### src/rtl/bcd_counter_n.sv
// Parametrised multi-digit BCD up/down counter with validated parallel load,
// registered wrap/load-error pulses and a combinational terminal count.
// Build option: define BCD_COUNTER_N_SAT_EN for saturating (non-wrapping) mode.

module bcd_counter_n_digit #(
    parameter logic [3:0] TOP = 4'd9
) (
    input  logic [3:0] cnt,
    input  logic       up,
    input  logic       step,
    input  logic [3:0] ld_val,
    output logic [3:0] nxt,
    output logic       at_top,
    output logic       at_zero,
    output logic       ld_ok
);
    assign at_top  = (cnt == TOP);
    assign at_zero = (cnt == 4'd0);
    assign ld_ok   = (ld_val <= TOP);

    always_comb begin
        nxt = cnt;
        if (step) begin
            if (up) nxt = at_top  ? 4'd0 : cnt + 4'd1;
            else    nxt = at_zero ? TOP  : cnt - 4'd1;
        end
    end
endmodule

module bcd_counter_n #(
    parameter int DIGITS  = 4,
    parameter int MSD_MAX = 9
) (
    input  logic                  clk_i,
    input  logic                  rst_ni,
    input  logic                  ena_i,
    input  logic                  updown_i,
    input  logic                  load_i,
    input  logic [4*DIGITS-1:0]   load_val_i,
    output logic [4*DIGITS-1:0]   cnt_o,
    output logic                  tc_o,
    output logic                  wrap_o,
    output logic                  load_err_o
);
    logic [DIGITS-1:0][3:0] cnt_q, cnt_nxt, ld_d;
    logic [DIGITS-1:0]      at_top, at_zero, ld_ok, lim, step;
    logic                   wrap_evt, ld_valid, err_q;

    assign ld_d = load_val_i;

    // Digit g steps when every lower digit sits at its direction limit.
    for (genvar g = 0; g < DIGITS; g++) begin : g_dig
        localparam logic [3:0] TOP = (g == DIGITS - 1) ? 4'(MSD_MAX) : 4'd9;

        if (g == 0) begin : g_lsd
            assign step[g] = 1'b1;
        end else begin : g_upper
            assign step[g] = &lim[g-1:0];
        end

        assign lim[g] = updown_i ? at_top[g] : at_zero[g];

        bcd_counter_n_digit #(.TOP(TOP)) u_digit (
            .cnt     (cnt_q[g]),
            .up      (updown_i),
            .step    (step[g]),
            .ld_val  (ld_d[g]),
            .nxt     (cnt_nxt[g]),
            .at_top  (at_top[g]),
            .at_zero (at_zero[g]),
            .ld_ok   (ld_ok[g])
        );
    end

    assign wrap_evt = &lim;
    assign ld_valid = &ld_ok;
    assign tc_o     = ena_i & ((updown_i & (&at_top)) | (!updown_i & (&at_zero)));
    assign cnt_o    = cnt_q;

`ifdef BCD_COUNTER_N_SAT_EN
    assign wrap_o = 1'b0;

    always_ff @(posedge clk_i) begin
        if (!rst_ni) begin
            cnt_q <= '0;
            err_q <= 1'b0;
        end else begin
            err_q <= 1'b0;
            if (load_i) begin
                if (ld_valid) cnt_q <= ld_d;
                else          err_q <= 1'b1;
            end else if (ena_i && !wrap_evt) begin
                cnt_q <= cnt_nxt;
            end
        end
    end
`else
    logic wrap_q;
    assign wrap_o = wrap_q;

    always_ff @(posedge clk_i) begin
        if (!rst_ni) begin
            cnt_q  <= '0;
            wrap_q <= 1'b0;
            err_q  <= 1'b0;
        end else begin
            wrap_q <= 1'b0;
            err_q  <= 1'b0;
            if (load_i) begin
                if (ld_valid) cnt_q <= ld_d;
                else          err_q <= 1'b1;
            end else if (ena_i) begin
                cnt_q  <= cnt_nxt;
                wrap_q <= wrap_evt;
            end
        end
    end
`endif

    assign load_err_o = err_q;
endmodule

### config.mk
export PLATFORM = sky130hd
export DESIGN_NAME = bcd_counter_n
export DESIGN_NICKNAME = d
export VERILOG_FILES = /design/src/rtl/bcd_counter_n.sv
export SDC_FILE = /design/constraint.sdc
export NUM_CORES = 1
export LEC_CHECK = 0
export ABC_AREA = 1
export BUFFER_PORTS_ARGS = -buffer_cell sky130_fd_sc_hd__buf_2
export CAP_MARGIN = 15
export CORE_MARGIN = 2
export CORE_UTILIZATION = 60
export DETAILED_ROUTE_END_ITERATION = 12
export GPL_TIMING_DRIVEN = 0
export PLACE_DENSITY = 0.83
export REMOVE_ABC_BUFFERS = 1
export SLEW_MARGIN = 10
export SYNTH_ARGS = -nofsm -noshare
export SYNTH_HDL_FRONTEND = slang
export SYNTH_HIERARCHICAL = 1
export SYNTH_SLANG_ARGS = --single-unit
### constraint.sdc
create_clock -name clk_i -period 3.1 [get_ports clk_i]
set_input_delay 0.465 -clock clk_i [delete_from_list [all_inputs] [get_ports clk_i]]
set_output_delay 0.465 -clock clk_i [all_outputs]
set_load 0.005 [all_outputs]
# [Word level (Yosys, flattened, before mapping)]
# Index checks and enable logic that the tools add are counted.
[word_totals] regBits=18 output_inout_bits=19 word_cells=73
[classes] n_addsub=8 magnitude_cmp=4 eq_ne=5 muxes=23 bitwise=6 n_reduce_logical=21
[op_table] operator="$mux 4" count=15
[op_table] operator="$mux 16" count=3
[op_table] operator="$add 4x1->4 const B" count=4
[op_table] operator="$eq 4x4->1 const B" count=4
[op_table] operator="$le 4x4->1 const B" count=4
[op_table] operator="$logic_not 4->1" count=4
[op_table] operator="$reduce_and 4->1" count=4
[op_table] operator="$sub 4x1->4 const B" count=4
[op_table] operator="$reduce_and 3->1" count=4
[op_table] operator="$reduce_bool 2->1" count=4
[op_table] operator="$reduce_and 2->1" count=3
[op_table] operator="$mux 1" count=5
[op_table] operator="$and 1x1->1" count=3
[op_table] operator="$reduce_or 3->1" count=1
[op_table] operator="$ne 2x1->1 const B" count=1
[op_table] operator="$not 1->1" count=2
[op_table] operator="$logic_not 1->1" count=1
[op_table] operator="$or 1x1->1" count=1

# [Longest topological paths before layout]
# Gate-level depths: netlist of run 1.
[logic_depth] word_depth=6 mapped_depth=17 depth_no_buf=16

# [Modules after synthesis]
# Netlist of run 1, hierarchy kept.
[modules_own_cells] mod="bcd_counter_n" instances=1 cells_each=187 area_each_um2=1169.9 seq_area_each_um2=360.3
[modules_own_cells] mod="bcd_counter_n_digit" instances=4 cells_each=46 area_each_um2=211.5 seq_area_each_um2=0.0

# [Worst setup path after synthesis of run 1]
# No wires, ideal clock.
[synth_path] path_type="flip-flop to flip-flop" from="register cnt_q, in the netlist cnt_o[0]" to="register cnt_q, in the netlist cnt_o[14]" arrival_time_ns=1.843 setup_slack_ns=1.142 stages_incl_launch_ff=18 path_buffers=1 period_less_slack_ns=1.958 cell_sequence="dfxtp_1 -> buf_6 -> nor2_2 -> nand2_1 -> nor2_1 -> nand2_1 -> nand2_1 -> nand2_1 -> inv_1 -> nand2_1 -> inv_1 -> inv_1 -> a21oi_1 -> o21ai_1 -> nand2_1 -> nand2_1 -> a21oi_1 -> nor2_1"
[synth_via] elab_chain_len=5
[synth_lines] item="start, declared" line="45" rtl="logic [DIGITS-1:0][3:0] cnt_q, cnt_nxt, ld_d;"
[synth_lines] item="start signal, assigned" line="110" rtl="if (ld_valid) cnt_q <= ld_d;"
[synth_lines] item="start signal, assigned" line="113" rtl="cnt_q <= cnt_nxt;"
[synth_lines] item="$logic_not 4->1" line="18" rtl="assign at_zero = (cnt == 4'd0);"
[synth_lines] item="named net at_zero[0]" line="46" rtl="logic [DIGITS-1:0] at_top, at_zero, ld_ok, lim, step;"
[synth_lines] item="$mux 1" line="61" rtl="assign lim[g] = updown_i ? at_top[g] : at_zero[g];"
[synth_lines] item="named net lim[0]" line="46"
[synth_lines] item="$reduce_and 3->1" line="58" rtl="assign step[g] = &lim[g-1:0];"
[synth_lines] item="named net step[3]" line="46"
[synth_lines] item="$reduce_bool 2->1 (no source line)"
[synth_lines] item="$reduce_and 3->1 (no source line)"
# The timed path passes the listed nets, and every way through them passes these cells.
# A chain may end at the register's enable or synchronous reset.

# [Worst setup path in the final report of run 1]
[layout_path] from="register cnt_q, in the netlist cnt_o[0]" to="output port tc_o"
[layout_via] elab_chain_len=5
[layout_lines] item="$eq 4x4->1" line="17" rtl="assign at_top = (cnt == TOP);"
[layout_lines] item="named net at_top[0]" line="46"
[layout_lines] item="$reduce_and 4->1" line="77" rtl="assign tc_o = ena_i & ((updown_i & (&at_top)) | (!updown_i & (&at_zero)));"
[layout_lines] item="$and 1x1->1" line="77"
[layout_lines] item="$or 1x1->1" line="77"
[layout_lines] item="$and 1x1->1" line="77"
[layout_lines] item="end, declared" line="41" rtl="output logic tc_o,"
# The timed path passes the listed nets, and every way through them passes these cells.

==> impl.org, run 1 <==
** Yosys
- Synthesis warning total :: 6
- Main combinational cell family by area after synthesis :: simple AND/OR/NAND/NOR gates
- The synthesized design devotes to its leading area cell type 27.93% of total area.
- After synthesis, the cell types taking the most area are nand2_1 (28%), dfxtp_1 (18%), nand3_1 (9.4%).
- By instance count, the leading cell after synthesis is nand2_1.
- Synth Area in XOR/XNOR :: under 10%
- Post-Syn Instances :: between 300 and 400
- Of all flip-flops after synthesis, the portion carrying an async set or reset was 0%.
- Total of flip-flops plus latches after synthesis :: 18
- Synth Area in Compound Gates :: roughly 8.9%
- Most frequently used flop master after synthesis :: dfxtp_1
- In this run, synthesis inferred 0 flip-flops with an integrated enable.
- Counting instances in the post-synthesis netlist gives the leading cell types as nand2_1 (150), nand3_1 (38), inv_1 (31).
- Arithmetic-cell share of the synthesized area counting full adders, half adders and majority gates :: 0%
- The cell area that synthesis handed to floorplanning was roughly 0.0020 sq mm.
- Mux contribution to synthesized area :: 0%
- Synthesized-area fraction occupied by and/or/nand/nor cells :: 54.75%
- Library cells used by synthesis :: 22
- Cell taking the most area after synthesis :: nand2_1
- Portion of the post-synthesis area used by sequential elements :: between 15 and 20%
- A synthesized cell averages ~5.4 sq um.

** GRT
- Entering global routing, the biggest net connects 33 pins.
- The number of antenna violations at the first check in global routing is 0.
- Across every metal layer, demand over resource in global routing totals 25.56%.
- After global routing the overflow that remains totals 0.
- The via count of the first global-routing pass came to 1,771.
- The first global-routing pass estimated about 7600 um of wire.

** Pwr
- Peak VDD IR :: 244.4 uV
- The design draws around 0.73 mW.
- Power per unit of standard cell area :: between 300 and 400 mW/mm^2
- The analysis attributes to cell leakage a power of 1.290 nW.

** Route
- The first TritonRoute pass finished after 4 iterations.
- After detailed routing, the total wire length is 4663 um.
- Summing over every cut layer, the via total after detailed routing is around 2,300.
- After detailed routing, the average wire length per cell comes to roughly 10 um.
- After the first detailed-routing iteration, the DRC count stood at about 180.
- For this run, design rule violations remaining after detail routing come to 0.
- After detailed routing, the number of vias per cell comes to 5.096.
- The count of nets left with antenna violations once routing finished came out at 0.

** Clock network
- CTS root buffer :: clkbuf_4
- Post-cts repair resize count :: 0
- Clock transition time at the flip-flop clock pins of the worst setup and hold paths :: around 120 ps
- Post-CTS Setup Bufs :: 0
- TritonCTS built the clock tree.
- Buffer depth of the longest clock path :: 2
- Skew-Pair Late Insertion Delay :: about 310 ps
- CTS Sinks :: 18
- The number of clock buffers added by TritonCTS is 3.
- Number of hold buffers added after CTS :: 0
- H-tree Lvls :: 1

** Worst setup path
- Slowest-stage cell, CP :: dfxtp_1
- Worst path buffer plus inverter count :: 1
- Critical Path Source Type :: flip-flop
- On the worst path, the slowest cell contributes a delay of 550 ps.
- Family with the most delay on the worst path :: simple AND/OR/NAND/NOR gates
- In this run the worst path has a maximum fanout of 9.
- At the worst endpoint, the arrival time is around 1800 ps.
- The cell that appears most often on the critical path is nand2_1.
- STA puts the critical path data required time at 2630 ps.
- Cells traversed along the worst timing path :: nand2_1 -> nor2_2 -> nand2_1 -> nand2_1 -> nand2_1 -> nor3b_1 -> buf_2
- Type of the worst setup path :: flip-flop to primary output
- The setup check on the worst reg-to-reg path leaves a slack of slightly above 800 ps.
- Setup crit end kind :: primary output

** Final layout
- Fraction of layout instances using a drive strength above 1 :: a little under a fifth
- Non-Filler Cell Area, Final :: between 0.002 and 0.0025 sq mm
- The number of antenna diodes in the final layout is 0.
- At the end of the flow the core is filled with cells to between 60% and 70%.
- The multi-input combinational cells in the finished layout cover a total of around 0.0013 sq mm.
- The layout has 339 filler cells.
- The area growth from synthesis to layout is 8.070%.
- For this run, the post-layout net count is roughly 430.
- Register cell area after layout :: between 300 and 400 sq um

** Run
- Max-cap check violation count :: 0

** Timing
- Slew at the pin with the worst max-slew slack :: slightly below 700 ps
- Total of endpoints with negative setup slack in the final report :: 0
- Maximum frequency from static timing analysis :: 0.4350 GHz
- The worst path needs about 2300 ps of the cycle, external delays included.
- Fraction of the cycle the final worst path needs :: between 70% and 80%
- Setup repair after global routing left no endpoint under its margin.
- Summed over all failing endpoints, the final setup total negative slack is 0 ps.
- Hold violation count in the final report :: 0
- Worst setup skew after layout :: approximately 12 ps
- The worst pin sits at a relative slew slack of approximately 54%.
- The number of slew-limit violations in the final report came to 0.

** Placement
- The congestion estimate from routability-driven global placement came to just under 0.9.
- Detailed placement ended at an HPWL of between 3000 and 4000 um.
- During placement, the flow inserted port buffers numbering 39.
- Post-place instance area :: roughly 0.0021 sq mm

** Min path
- The tightest min-delay check is of the input pin to flip-flop type.

** Die
- Pin placement for this block handled 40 I/O pins.
- Die Outline Area :: 0.003839 sq mm
- Std-Cell Core Area :: roughly 0.0033 sq mm
- Starting density of the core :: approximately three fifths
- The floorplan step set the die width to about 62 um.
- Count of standard-cell rows :: 21
- Die Ht :: slightly above 60 um

** Run status
- Run status :: finished clean
-- report_power, final --
part / switching [mW] / internal [mW] / leakage, nW / total (mW)
clock: 0.0833 / 0.0717 / 0.0210 / 0.155
sequential: 0.0405 / 0.251 / 0.149 / 0.291
combinational: 0.173 / 0.112 / 1.12 / 0.285
-- final cells by class --
cell class / instances / share of cell area (%)
multi-input cells: 295 / 61.57
flip-flops and latches: 18 / 16.54
repair buffers: 39 / 8.960
inverters: 48 / 8.616
well taps: 46 / 2.642
clock buffers: 4 / 1.666
-- path summary, 6_finish.rpt --
kind                            startpoint        end  cells after the start
worst max-delay path              cnt_o[0]       tc_o                      7
worst min-delay path                 ena_i     wrap_o                      3
worst max register to register    cnt_o[0]  cnt_o[14]                     15
worst min register to register    cnt_o[6]   cnt_o[6]                      4
-- per-layer routing --
layer  track usage [%]  part of all wire, %  up-vias
met4             4.559                 0.86        0
met1             34.55                   47      997
li1                  -                    -     1218
met5                 0                    0        -
met3             4.762                  5.3        6
met2             42.86                   47       72
-- state kept, by name, summed over array words and instances, names as in the netlist --
register,cells
cnt_o,16
load_err_o,1
wrap_o,1
-- cell families after synthesis --
| group | count (synthesis) |
|---|---|
| compound gates | 36 |
| xor+xnor | 4 |
| buf+inv | 63 |
| flops | 18 |
| other cells | 1 |
| simple gates | 249 |
-- placed cells by master, fill, tap and decap left out, drive strengths merged --
master    n
dfxtp    18
a21oi    20
clkinv    8
o21ai    16
nand2   156
nor2     39
inv      40
xor2      4
buf      39
nand4     5
nand3    48
clkbuf    4
conb      6
nor3b     1
-- worst min-delay path, delay by kind of cell --
family / cells / cell delay, ps
buffers and inverters: 1 / 130
AND/OR/NAND/NOR: 2 / 130
-- through the flow --
stage                     cells  setup WS [ps]  hold WS [ps]
after floorplan             361           1173         580.2
after global placement      446          717.2         583.6
after detailed placement    446          700.1         602.1
after CTS                   450          793.4         446.7
after global routing        450          520.3         456.6
final                       450          801.1         450.6
Power figures use the tool's default switching activity.
==> run 2: changes to the inputs <==
--- a/config.mk
+++ b/config.mk
@@ -9,10 +9,10 @@
 export BUFFER_PORTS_ARGS = -buffer_cell sky130_fd_sc_hd__buf_2
 export CAP_MARGIN = 15
 export CORE_MARGIN = 2
-export CORE_UTILIZATION = 60
+export CORE_UTILIZATION = 50
 export DETAILED_ROUTE_END_ITERATION = 12
 export GPL_TIMING_DRIVEN = 0
-export PLACE_DENSITY = 0.83
+export PLACE_DENSITY = 0.73
 export REMOVE_ABC_BUFFERS = 1
 export SLEW_MARGIN = 10
 export SYNTH_ARGS = -nofsm -noshare
==> constraint.sdc (replaced) <==
create_clock -name clk_i -period 1.95 [get_ports clk_i]
set_input_delay 0.2925 -clock clk_i [delete_from_list [all_inputs] [get_ports clk_i]]
set_output_delay 0.2925 -clock clk_i [all_outputs]
set_load 0.005 [all_outputs]
==> run 2 against run 1 <==
First-iteration DRC count is 11% lower. Register-to-register slack got worse by 680 ps. Via count grew 2.5%. Hold slack worse by 140 ps. Design area is 8.7% higher. Critical path depth stayed put. Largest cell class unchanged. Setup slack lost 670 ps. Flip-flop and latch count is the same. Clock skew fell by 6.1 ps. Total power rose by 80%. Wire length is 8.7% higher. Die area increased by 19%.
==> impl.org, run 2 (synthesis results as in run 1) <==
** Placement
- Count of port buffers added during placement :: 39 (unchanged)
- The routability-driven placement congestion ratio is 0.8484 (was 0.8813).
- The placed wire-length estimate was 3295 um (was 3268 um).
- Post-place instance area :: 0.002147 sq mm (was 0.002142 sq mm)

** Pwr
- Share of power burned in the clock network :: 25.7% (was 21.2%)
- The worst voltage drop across the vdd grid came to 303.7 uV (was 244.4 uV).
- The sequential fraction of design power is 35.3% (was 39.8%).
- Static leakage power :: 1.374 nW (was 1.290 nW)
- The total power density per cell area was 555.8 mW/mm^2 (was 335.8 mW/mm^2).
- Switching component of the power :: 0.5190 mW (was 0.2972 mW)
- The total internal power is 0.7975 mW (was 0.4342 mW).
- The switching power as a share of total power is 39.42% (was 40.63%).
- The fraction of power consumed by combinational cells came to 39.0% (about the same).

** Clock network
- The clock sink count is 18 (unchanged).
- Clock transition time at the flip-flop clock pins of the worst setup and hold paths :: 80 ps (was 120 ps)
- Total clock buffers created by CTS :: 3 (unchanged)
- CTS root buffer :: clkbuf_8 (was clkbuf_4)
- H-tree Lvls :: 1 (unchanged)
- Buffer depth of the longest clock path :: 2 (unchanged)
- The count of hold-fix buffers inserted at cts came to 0 (unchanged).
- Clock tree from TritonCTS :: done (unchanged)
- The later-pin clock latency in the skew report was 270 ps (was 310 ps).

** Worst setup path
- The destination of the worst register-to-register timing path is cnt_o[14] (unchanged).
- The buffering stage count on the worst path with inverters included was 1 (unchanged).
- Flop2flop setup slack :: 130 ps (was 810 ps)
- The cell with the most instances on the worst path is nand2_1 (unchanged).
- Cells traversed along the worst timing path :: nand2_1 -> nor2_2 -> nand2_1 -> nand2_1 -> nand2_1 -> nor3b_2 -> buf_2 (was nand2_1 -> nor2_2 -> nand2_1 -> nand2_1 -> nand2_1 -> nor3b_1 -> buf_2)
- The classification of the worst setup path is flip-flop to primary output (unchanged).
- The delay of the slowest critical-path stage was 500 ps (was 550 ps).
- The cell count of the worst reg-to-reg path came to 16 (was 15).
- The type of element launching the critical path was a flip-flop (unchanged).
- Crit. path cell count :: 7 (unchanged)
- The peak fanout along the critical path was 9 (unchanged).
- The category of cells accounting for the largest share of critical-path delay is simple AND/OR/NAND/NOR gates (unchanged).
- The start point of the critical path is cnt_o[11] (was cnt_o[0]).
- Startpoint of the worst register-to-register path :: cnt_o[1] (was cnt_o[0])
- Setup crit end kind :: primary output (unchanged)
- Slowest-stage cell, CP :: dfxtp_1 (unchanged)
- Critical Path RT :: 1660 ps (was 2630 ps)
- The data arrival time of the critical path was 1530 ps (was 1830 ps).

** Min path
- The instance count along the most critical hold path is 3 (unchanged).
- Hold WC Path Type :: input pin to flip-flop (unchanged)
- Hold endpoint :: wrap_o (unchanged)
- Min-Delay Startpoint :: ena_i (unchanged)

** Final layout
- The area growth from synthesis to layout came to 17.50% (was 8.070%).
- Register cell area after layout :: 382.9 sq um (was 360.3 sq um)
- Fillcell total :: 399 (was 339)
- The final net count came to 440 (was 426).
- Commonest non-fill, non-tap cell in the layout :: nand2_1 (unchanged)
- Commonest cells after routing, fill and taps aside: nand2_1 (145), buf_2 (39), nand3_1 (38), inv_1 (29), nor2_1 (29) (was nand2_1 (150), buf_2 (39), nand3_1 (38), inv_1 (31), nor2_1 (30)).
- The multi-input combinational cell area was 0.001380 sq mm (was 0.001341 sq mm).
- Final antenna diode count :: 0 (unchanged)
- The post-layout utilization of the core was 60.08% (was 66.32%).
- Fraction of layout instances using a drive strength above 1 :: 26.56% (was 19.06%)
- Non-Filler Cell Area, Final :: 0.002369 sq mm (was 0.002178 sq mm)
- The flip-flop count of the largest register after layout was 16 (unchanged).

** Timing
- Slew at the pin with the worst max-slew slack :: 687.1 ps (was 684.8 ps)
- The number of slew-limit violations in the final report was 0 (unchanged).
- The total negative slack for setup checks is 0 ps (unchanged).
- Maximum frequency from static timing analysis :: approximately 0.55 GHz
- Worst setup skew after layout :: 5.865 ps (was 11.97 ps)
- Fraction of the cycle the final worst path needs :: between 90% and 100%
- The number of setup violations in the final report was 0 (unchanged).
- The relative slew slack was 54.03% (was 54.18%).
- Shortest period the worst path allows :: ~1800 ps
- The final-report hold violation count is 0 (unchanged).

** Die
- The die outline width was 67.50 um (was 61.96 um).
- Count of standard-cell rows :: 23 (was 21)
- Std-Cell Core Area :: 0.003943 sq mm (was 0.003284 sq mm)
- Die Outline Area :: 0.004556 sq mm (was 0.003839 sq mm)
- I/O pin cnt :: 40 (unchanged)
- The die extent in y was 67.50 um (was 61.96 um).
- Starting density of the core :: 51.13% (was 61.37%)

** GRT
- The number of antenna violations at the first check in global routing was 0 (unchanged).
- The wire length of the first global-routing pass was 7907 um (was 7569 um).
- Pin count of the biggest net entering global routing :: 33 (unchanged)
- Vias in the first global route :: 1,880 (was 1,771)
- The sum of overflow across all layers after global routing was 0 (unchanged).
- Global-route usage over all layers :: 22.16% (was 25.56%)

** Route
- The total via count in the routed design is 2,350 (was 2,293).
- Routed WL :: 5067 um (was 4663 um)
- The number of routed nets with antenna violations is 0 (unchanged).
- The average detailed-routed wire length per instance was 10.83 um (was 10.36 um).
- The per-cell via count in the routed design was 5.021 (was 5.096).
- The detailed-routing iteration count for the pre-antenna-repair pass came to 4 (unchanged).
- The post-detailed-route DRC marker count was 0 (unchanged).
- The number of DRC markers after the initial detailed-route iteration came to 159 (was 179).

** Run status
- Run status :: finished clean (unchanged)

** Run
- The max-cap violation count was 0 (unchanged).
[run 2: cell count changes in the layout (fill, tap and decap cells not counted), sizes merged]
cell,before,now
buf,39,53
[run 2: layout make-up]
| type | instances | area share [%] |
|---|---|---|
| clock buffer | 4 | 2.324 |
| tap | 50 | 2.641 |
| timing repair buffer | 53 | 12.68 |
| inverter | 48 | 7.924 |
| sequential | 18 | 16.16 |
| multi-input combinational | 295 | 58.27 |
[run 2: per-layer routing]
layer | GRT usage (%) | vias up | part of all wire [%]
li1 | - | 1246 | -
met1 | 30.60 | 1051 | 47
met2 | 36.40 | 49 | 48
met3 | 3.000 | 4 | 3.8
met4 | 5.102 | 0 | 0.73
met5 | 0 | - | 0
[run 2: what timing repair did]
item,CTS,global route
setup buffers,1,13
gates resized for setup,8,19
endpoints found under the setup margin,7,7
pin swaps,1,3
[run 2: worst max-delay path by stage]
stage          slack (ps)   endpoint
6_report              130       tc_o
5_1_grt               -10  cnt_o[14]
3_3_place_gp         -330  cnt_o[14]
3_5_place_dp         -340  cnt_o[14]
4_1_cts                20  cnt_o[14]
2_1_floorplan          20  cnt_o[14]
[run 2: per-stage QoR]
stage	hold WS [ps]	worst slack [ps]	std cells	total power, mW
after global routing	323.4	-11.86	468	1.416
final	309.5	128.3	468	1.317
after detailed placement	587.5	-337.5	450	0.9193
after CTS	314.4	15.64	455	1.261
after floorplan	411.7	22.52	361	0.7856
after global placement	584.8	-332.8	450	0.9149
[run 2: worst register-to-register path, delay by kind of cell (launching register included)]
| family | cells | cell delay [ps] |
|---|---|---|
| flip-flops | 1 | 380 |
| AND/OR/NAND/NOR | 10 | 810 |
| AO/OA/AOI/OAI | 3 | 300 |
| buffers and inverters | 3 | 240 |
[run 2: power by group through the flow]
stage	registers [mW]	clock network, mW	logic, mW
2_1_floorplan	0.462	0	0.324
3_3_place_gp	0.469	0	0.446
3_5_place_dp	0.470	0	0.450
4_1_cts	0.464	0.340	0.457
5_1_grt	0.471	0.358	0.586
6_report	0.465	0.338	0.513
